## src/rtl/branch_resolve_ctrl.sv

```systemverilog
// rtl/branch_resolve_ctrl.sv - branch decode, one-cycle condition evaluation and resolved-PC handshake
module branch_resolve_ctrl #(
    parameter int CNT_W = 16
) (
    input  logic             clk,
    input  logic             rst_n,
    input  logic             in_valid,
    output logic             in_ready,
    input  logic [31:0]      in_instr,
    input  logic [31:0]      in_pc,
    input  logic [31:0]      in_rs_val,
    input  logic [31:0]      in_rt_val,
    input  logic             flush,
    output logic [31:0]      bceu_a,
    output logic [31:0]      bceu_b,
    output logic [3:0]       bceu_bf,
    input  logic             bceu_bcres,
    output logic             res_valid,
    input  logic             res_ready,
    output logic             res_is_branch,
    output logic             res_taken,
    output logic [31:0]      res_pc,
    output logic [31:0]      res_target,
    output logic [CNT_W-1:0] taken_count
);

    typedef enum logic [1:0] {
        ST_IDLE = 2'd0,
        ST_EVAL = 2'd1,
        ST_RESP = 2'd2
    } state_t;

    state_t           state_q, state_d;
    logic [31:0]      instr_q, instr_d;
    logic [31:0]      pc_q, pc_d;
    logic [31:0]      rs_q, rs_d;
    logic [31:0]      rt_q, rt_d;
    logic [31:0]      target_q, target_d;
    logic             taken_q, taken_d;
    logic             is_br_q, is_br_d;
    logic [CNT_W-1:0] cnt_q, cnt_d;

    logic [3:0]       dec_bf;
    logic             dec_is_br;
    logic [31:0]      seq_pc;
    logic [31:0]      br_pc;

    // The rs field is not decoded; its value arrives already read on in_rs_val.
    logic unused_rs_field;
    assign unused_rs_field = ^instr_q[25:21];

    // Map opcode (and rt for the REGIMM group) onto the branch-function code.
    always_comb begin
        dec_bf    = 4'b0000;
        dec_is_br = 1'b0;
        case (instr_q[31:26])
            6'b000001: begin
                if (instr_q[20:16] == 5'b00000) begin
                    dec_bf    = 4'b0010;
                    dec_is_br = 1'b1;
                end else if (instr_q[20:16] == 5'b00001) begin
                    dec_bf    = 4'b0011;
                    dec_is_br = 1'b1;
                end
            end
            6'b000100: begin dec_bf = 4'b0100; dec_is_br = 1'b1; end
            6'b000101: begin dec_bf = 4'b0101; dec_is_br = 1'b1; end
            6'b000110: begin dec_bf = 4'b0110; dec_is_br = 1'b1; end
            6'b000111: begin dec_bf = 4'b0111; dec_is_br = 1'b1; end
            default: begin
                dec_bf    = 4'b0000;
                dec_is_br = 1'b0;
            end
        endcase
    end

    // Sequential and branch targets; both wrap silently modulo 2^32.
    always_comb begin
        seq_pc = pc_q + 32'd4;
        br_pc  = seq_pc + {{14{instr_q[15]}}, instr_q[15:0], 2'b00};
    end

    // Next-state logic: accept, evaluate for exactly one cycle, then hold the result until taken.
    always_comb begin
        state_d  = state_q;
        instr_d  = instr_q;
        pc_d     = pc_q;
        rs_d     = rs_q;
        rt_d     = rt_q;
        target_d = target_q;
        taken_d  = taken_q;
        is_br_d  = is_br_q;
        cnt_d    = cnt_q;
        case (state_q)
            ST_IDLE: begin
                if (in_valid && !flush) begin
                    instr_d = in_instr;
                    pc_d    = in_pc;
                    rs_d    = in_rs_val;
                    rt_d    = in_rt_val;
                    state_d = ST_EVAL;
                end
            end
            ST_EVAL: begin
                if (flush) begin
                    state_d = ST_IDLE;
                end else begin
                    taken_d  = bceu_bcres & dec_is_br;
                    is_br_d  = dec_is_br;
                    target_d = (bceu_bcres & dec_is_br) ? br_pc : seq_pc;
                    state_d  = ST_RESP;
                end
            end
            ST_RESP: begin
                if (flush) begin
                    state_d = ST_IDLE;
                end else if (res_ready) begin
                    if (taken_q && (cnt_q != {CNT_W{1'b1}})) begin
                        cnt_d = cnt_q + 1'b1;
                    end
                    state_d = ST_IDLE;
                end
            end
            default: state_d = ST_IDLE;
        endcase
    end

    // State registers with synchronous active-low reset.
    always_ff @(posedge clk) begin
        if (!rst_n) begin
            state_q  <= ST_IDLE;
            instr_q  <= '0;
            pc_q     <= '0;
            rs_q     <= '0;
            rt_q     <= '0;
            target_q <= '0;
            taken_q  <= 1'b0;
            is_br_q  <= 1'b0;
            cnt_q    <= '0;
        end else begin
            state_q  <= state_d;
            instr_q  <= instr_d;
            pc_q     <= pc_d;
            rs_q     <= rs_d;
            rt_q     <= rt_d;
            target_q <= target_d;
            taken_q  <= taken_d;
            is_br_q  <= is_br_d;
            cnt_q    <= cnt_d;
        end
    end

    assign in_ready      = (state_q == ST_IDLE);
    assign res_valid     = (state_q == ST_RESP);
    assign bceu_a        = rs_q;
    assign bceu_b        = rt_q;
    assign bceu_bf       = (state_q == ST_EVAL) ? dec_bf : 4'b0000;
    assign res_is_branch = is_br_q;
    assign res_taken     = taken_q;
    assign res_pc        = pc_q;
    assign res_target    = target_q;
    assign taken_count   = cnt_q;

endmodule

```

## config.mk

```make
export PLATFORM = sky130hd
export DESIGN_NAME = branch_resolve_ctrl
export DESIGN_NICKNAME = d
export VERILOG_FILES = /design/src/rtl/branch_resolve_ctrl.sv
export SDC_FILE = /design/constraint.sdc
export NUM_CORES = 1
export LEC_CHECK = 0
export ABC_AREA = 1
export BUFFER_PORTS_ARGS = -buffer_cell sky130_fd_sc_hd__buf_2
export CELL_PAD_IN_SITES_DETAIL_PLACEMENT = 0
export CELL_PAD_IN_SITES_GLOBAL_PLACEMENT = 1
export CORE_UTILIZATION = 40
export CTS_BUF_LIST = sky130_fd_sc_hd__clkbuf_4
export CTS_CLUSTER_DIAMETER = 40
export DETAILED_ROUTE_END_ITERATION = 12
export GPL_TIMING_DRIVEN = 0
export HOLD_SLACK_MARGIN = 0.05
export MAX_ROUTING_LAYER = met4
export PLACE_DENSITY = 0.89
export REMOVE_ABC_BUFFERS = 1
export SLEW_MARGIN = 20
export SYNTH_ARGS = -nofsm -noshare
export SYNTH_HDL_FRONTEND = slang
export SYNTH_SLANG_ARGS = --single-unit
```

## constraint.sdc

```tcl
create_clock -name clk -period 4.12 [get_ports clk]
set_input_delay 0.824 -clock clk [delete_from_list [all_inputs] [get_ports clk]]
set_output_delay 0.824 -clock clk [all_outputs]
set_load 0.03 [all_outputs]
```

# After elaboration in Yosys (flattened, before gate mapping)
# Cells that the tools add are included.
[totals]
reg_bits = 180
wordCells = 48
out_inout_bits = 152
in_bits = 134
[classes]
bitwise = 2
reduce_logical = 10
n_mux = 13
add_sub_neg = 3
eq_ne = 11
[op_table]
columns = ["operator", "n"]
rows = [
  ["$add 32x3->32 const B", 1],
  ["$add 32x32->32", 1],
  ["$mux 32", 1],
  ["$eq 6x3->1 const B", 4],
  ["$pmux 4 s5", 1],
  ["$add 16x1->16 const B", 1],
  ["$ne 16x16->1 const B", 1],
  ["$mux 2", 6],
  ["$eq 6x1->1 const B", 1],
  ["$pmux 2 s3", 1],
  ["$reduce_and 2->1", 3],
  ["$eq 5x1->1 const B", 1],
  ["$logic_not 5->1", 1],
  ["$mux 4", 1],
  ["$reduce_and 4->1", 1],
  ["$reduce_or 4->1", 1],
  ["$ne 3x2->1 const B", 1],
  ["$eq 2x1->1 const B", 1],
  ["$eq 2x2->1 const B", 1],
  ["$logic_and 1x1->1", 2],
  ["$logic_not 2->1", 1],
  ["$mux 1", 2],
  ["$ne 2x1->1 const B", 1],
  ["$pmux 1 s2", 1],
  ["other kinds (3)", 3],
]

# Depth between registers and ports, before layout
[depth]
word_depth = 6
depth_mapped = 23

# Worst setup path before layout
# Ideal clock, no wire load.
[synth_timing]
path_type = "register -> register"
from = "register pc_q[20], in the netlist res_pc[20]"
to = "register target_q[27], in the netlist res_target[27]"
t_arrival_ns = 2.579
t_required_ns = 3.988
slack_ns = 1.409
stages_incl_launch_ff = 17
n_path_buf = 0
setup_ns = 0.132
period_less_slack_ns = 2.711
path_cell_list = "dfxtp_1 -> inv_1 -> nor3_1 -> nand2_1 -> nor2_1 -> nand3_1 -> and2_1 -> ha_1 -> nand2_1 -> nor2_1 -> inv_1 -> nor3_1 -> nand2_1 -> nand3_1 -> nand3_1 -> nand2_1 -> a21oi_1"
[synth_via]
elab_chain_len = 3
[synth_lines]
columns = ["item", "line", "source"]
rows = [
  ["start, declared", "35", "logic [31:0] pc_q, pc_d;"],
  ["start signal, assigned", "143", "pc_q <= pc_d;"],
  ["$add 32x3->32 (*)", "79", "seq_pc = pc_q + 32'd4;"],
  ["$add 32x32->32", "80", "br_pc = seq_pc + {{14{instr_q[15]}}, instr_q[15:0], 2'b00};"],
  ["$mux 32 (*)", "110", "target_d = (bceu_bcres & dec_is_br) ? br_pc : seq_pc;"],
  ["end signal, assigned", "146", "target_q <= target_d;"],
  ["end, declared", "38", "logic [31:0] target_q, target_d;"],
]
# Every way passes the cells marked *; elsewhere a longest branch is shown, timed or not.
# A chain may end at the register's enable or synchronous reset.

# Worst setup path after layout
[layout_timing]
from = "register pc_q[3], in the netlist res_pc[3]"
to = "register target_q[21], in the netlist res_target[21]"
# Same word-level chain as after synthesis.

==> flow_summary.json <==
{
  "cts_tree": "yes",
  "multiInputGateArea_um2": 5378,
  "post_cts_buffers": 0,
  "cellLeakagePower_nw": 5.893,
  "min_period_ns": 3.369,
  "crit_fanout": 6,
  "tns_ns": 0,
  "layout.nets": 1941,
  "clk_pin_slew_worst_paths_ns": 0.21,
  "start_kind": "register",
  "hp-class": "primary input to register",
  "fillers": 2646,
  "ir_drop_uv": 180.7,
  "fmax_mhz": 296.8,
  "arrival_ns": 3.87,
  "place.gp.congestion": 0.8969,
  "grt_pass1_vias": 9487,
  "routedWlPerCell_um": 14.43,
  "grt_start_max_net_pins": 87,
  "syn_to_final_growth_pct": 20.59,
  "dp_hpwl_mm": 22.89,
  "maxCapViolCount": 0,
  "synthDistinctLibCells": 36,
  "ys.flop_type": "dfxtp_1",
  "synth.top_cell.area_share": 0.3593,
  "synth_edf_count": 0,
  "rsz0062_at_grt": "false",
  "dieArea_um2": 25000,
  "drive_gt1_frac": 0.1892,
  "worstMarginPinSlew_ns": 1.111,
  "yosysWarningCount": 0,
  "io_pins": 286,
  "fin_skew_ns": 0.02918,
  "max_slew_margin": 0.2576,
  "cts_root_buf": "clkbuf_4",
  "yosys.area.top_type": "dfxtp_1",
  "cts_buffer_depth": 2,
  "grt_pass1_wl_mm": 47.87,
  "final_hold_viol_count": 0,
  "seq_area_frac_synth": 0.3593,
  "cts_made_buffers": 17,
  "drt_pass1_iterations": 6,
  "drc": 0,
  "fin_area_um2": 11760,
  "ant_nets": 0,
  "routed_via_density": 4.843,
  "core_um2": 23680,
  "hold_buffers": 0,
  "clkSinkCount": 175,
  "initial_utilization": 0.4117,
  "detailedPlace.worstSlack_ns": 0.8099,
  "crit_required_ns": 4.62,
  "ff_latch_area_um2": 3503,
  "dpl_cell_area_um2": 11450,
  "die_w_um": 158.1,
  "outcome": "finished, final reports clean",
  "syn_area_per_cell_um2": 6.397,
  "drt_iter0_drc": 659,
  "grt_use_total": 0.2528,
  "num_vias": 10180,
  "syn-instance-count": 1524,
  "worst_slack_ns": 0.7508,
  "r2r_slack_ns": 0.75,
  "cts_resized": 0,
  "rows": 56,
  "setup_viol": 0,
  "synth_area_um2": 9749,
  "place_inst": 2068,
  "synthTopCellsByArea": "dfxtp_1 (36%), nand2_1 (14%), nor2_1 (11%)",
  "antenna_found_initial": 2,
  "synthArstFlopShare": 0,
  "synth.most_common_cell": "nand2_1",
  "overflow": 0,
  "cts_max_level": 4,
  "synth-seq-cells": 175,
  "worstSkewPairLatency_ns": 0.58,
  "post-route-period-util": 0.8178,
  "io_buffers": 279,
  "instances_no_fill": 2102,
  "slew_violations": 0,
  "power.density_nw_per_um2": 313.3,
  "die_h_um": 158.1,
  "synth_common_cells": "nand2_1 (356), nor2_1 (298), dfxtp_1 (175)",
  "crit_path_end_kind": "register",
  "crit_type": "register to register",
  "routed_wl_mm": 30.33
}
==> path summary, 6_finish.rpt <==
kind | cells past startpoint | start | endpoint
worst max-delay path | 16 | res_pc[3]$_SDFFE_PN0P_ | res_target[21]$_SDFFE_PN0P_
worst min-delay path | 3 | in_rt_val[10] | bceu_b[10]$_SDFFE_PN0P_
worst max register to register | 16 | res_pc[3]$_SDFFE_PN0P_ | res_target[21]$_SDFFE_PN0P_
worst min register to register | 2 | res_target[28]$_SDFFE_PN0P_ | res_target[28]$_SDFFE_PN0P_
==> report_power, final <==
| group | total [mW] | switching, mW | internal, mW |
|---|---|---|---|
| Sequential | 1.86 | 0.0716 | 1.79 |
| Combinational | 0.777 | 0.520 | 0.258 |
| Clock | 1.05 | 0.755 | 0.293 |
| Total | 3.68 | 1.35 | 2.34 |
==> area by class of cell <==
| type | count | share of cell area |
|---|---|---|
| Sequential cell | 175 | 0.2980 |
| Tap cell | 319 | 0.03395 |
| Clock inverter | 15 | 0.01501 |
| Timing Repair Buffer | 284 | 0.1304 |
| Multi-Input combinational cell | 1123 | 0.4574 |
| Inverter | 167 | 0.05396 |
| Antenna cell | 2 | 0.0004257 |
| Clock buffer | 17 | 0.01086 |
==> per-stage QoR <==
step	power, mW	hold slack, ns	util
final	3.684	0.4525	0.4964
after global routing	3.879	0.4139	0.4964
after global placement	2.659	0.4438	0.4766
after CTS	3.720	0.4136	0.4962
after detailed placement	2.671	0.4536	0.4834
after floorplan	2.381	0.4289	-
==> per-layer routing <==
| layer | share of wire | routed length [µm] | global-route usage |
|---|---|---|---|
| met2 | 0.47 | 14320 | 0.4148 |
| met4 | 0.025 | 744 | 0.08196 |
| met1 | 0.46 | 13810 | 0.3165 |
| met5 | 0 | 0 | - |
| met3 | 0.048 | 1451 | 0.03942 |
==> cell usage in the layout (no fill, tap or decap), drive strengths merged, types with 6 or more instances in the layout <==
| cell type | synthesis | routed |
|---|---|---|
| a21oi | 98 | 98 |
| and2 | 6 | 6 |
| buf | 14 | 284 |
| clkbuf | 45 | 17 |
| dfxtp | 175 | 175 |
| ha | 38 | 38 |
| inv | 167 | 177 |
| nand2 | 358 | 358 |
| nand3 | 72 | 72 |
| nand4 | 16 | 16 |
| nor2 | 303 | 303 |
| nor3 | 12 | 12 |
| o211ai | 6 | 6 |
| o21ai | 155 | 155 |
| xnor2 | 14 | 14 |
| xor2 | 27 | 27 |
==> sequential cells by signal, summed over array words and instances, names as in the netlist, 2 cells and up <==
register / flops
bceu_b: 32
res_pc: 32
instr_q: 27
taken_count: 16
bceu_a: 32
res_target: 32
state_q: 2
==> critical path, cell delays in order (launching register included) <==
cell and delay (ns):
dfxtp_1 0.50, ha_1 0.19, nand4_1 0.20, nor2_1 0.35
xor2_1 0.46, ha_1 0.38, nand2_1 0.14, inv_1 0.05
nand2_1 0.06, nand2_1 0.09, inv_1 0.07, nand3_1 0.16
nand2_1 0.10, nand2_1 0.06, a21oi_1 0.12, o21ai_0 0.19
a21oi_1 0.15
==> logic make-up after synthesis <==
family / after synthesis / share of synthesized area
simple gates: 779 / 0.3235
compound gates: 263 / 0.1382
buf+inv: 226 / 0.09086
flops: 175 / 0.3593
xor+xnor: 41 / 0.03683
fa+ha+maj: 39 / 0.05082
other cells: 1 / 0.0003846
(Power assumes the default switching activity.)
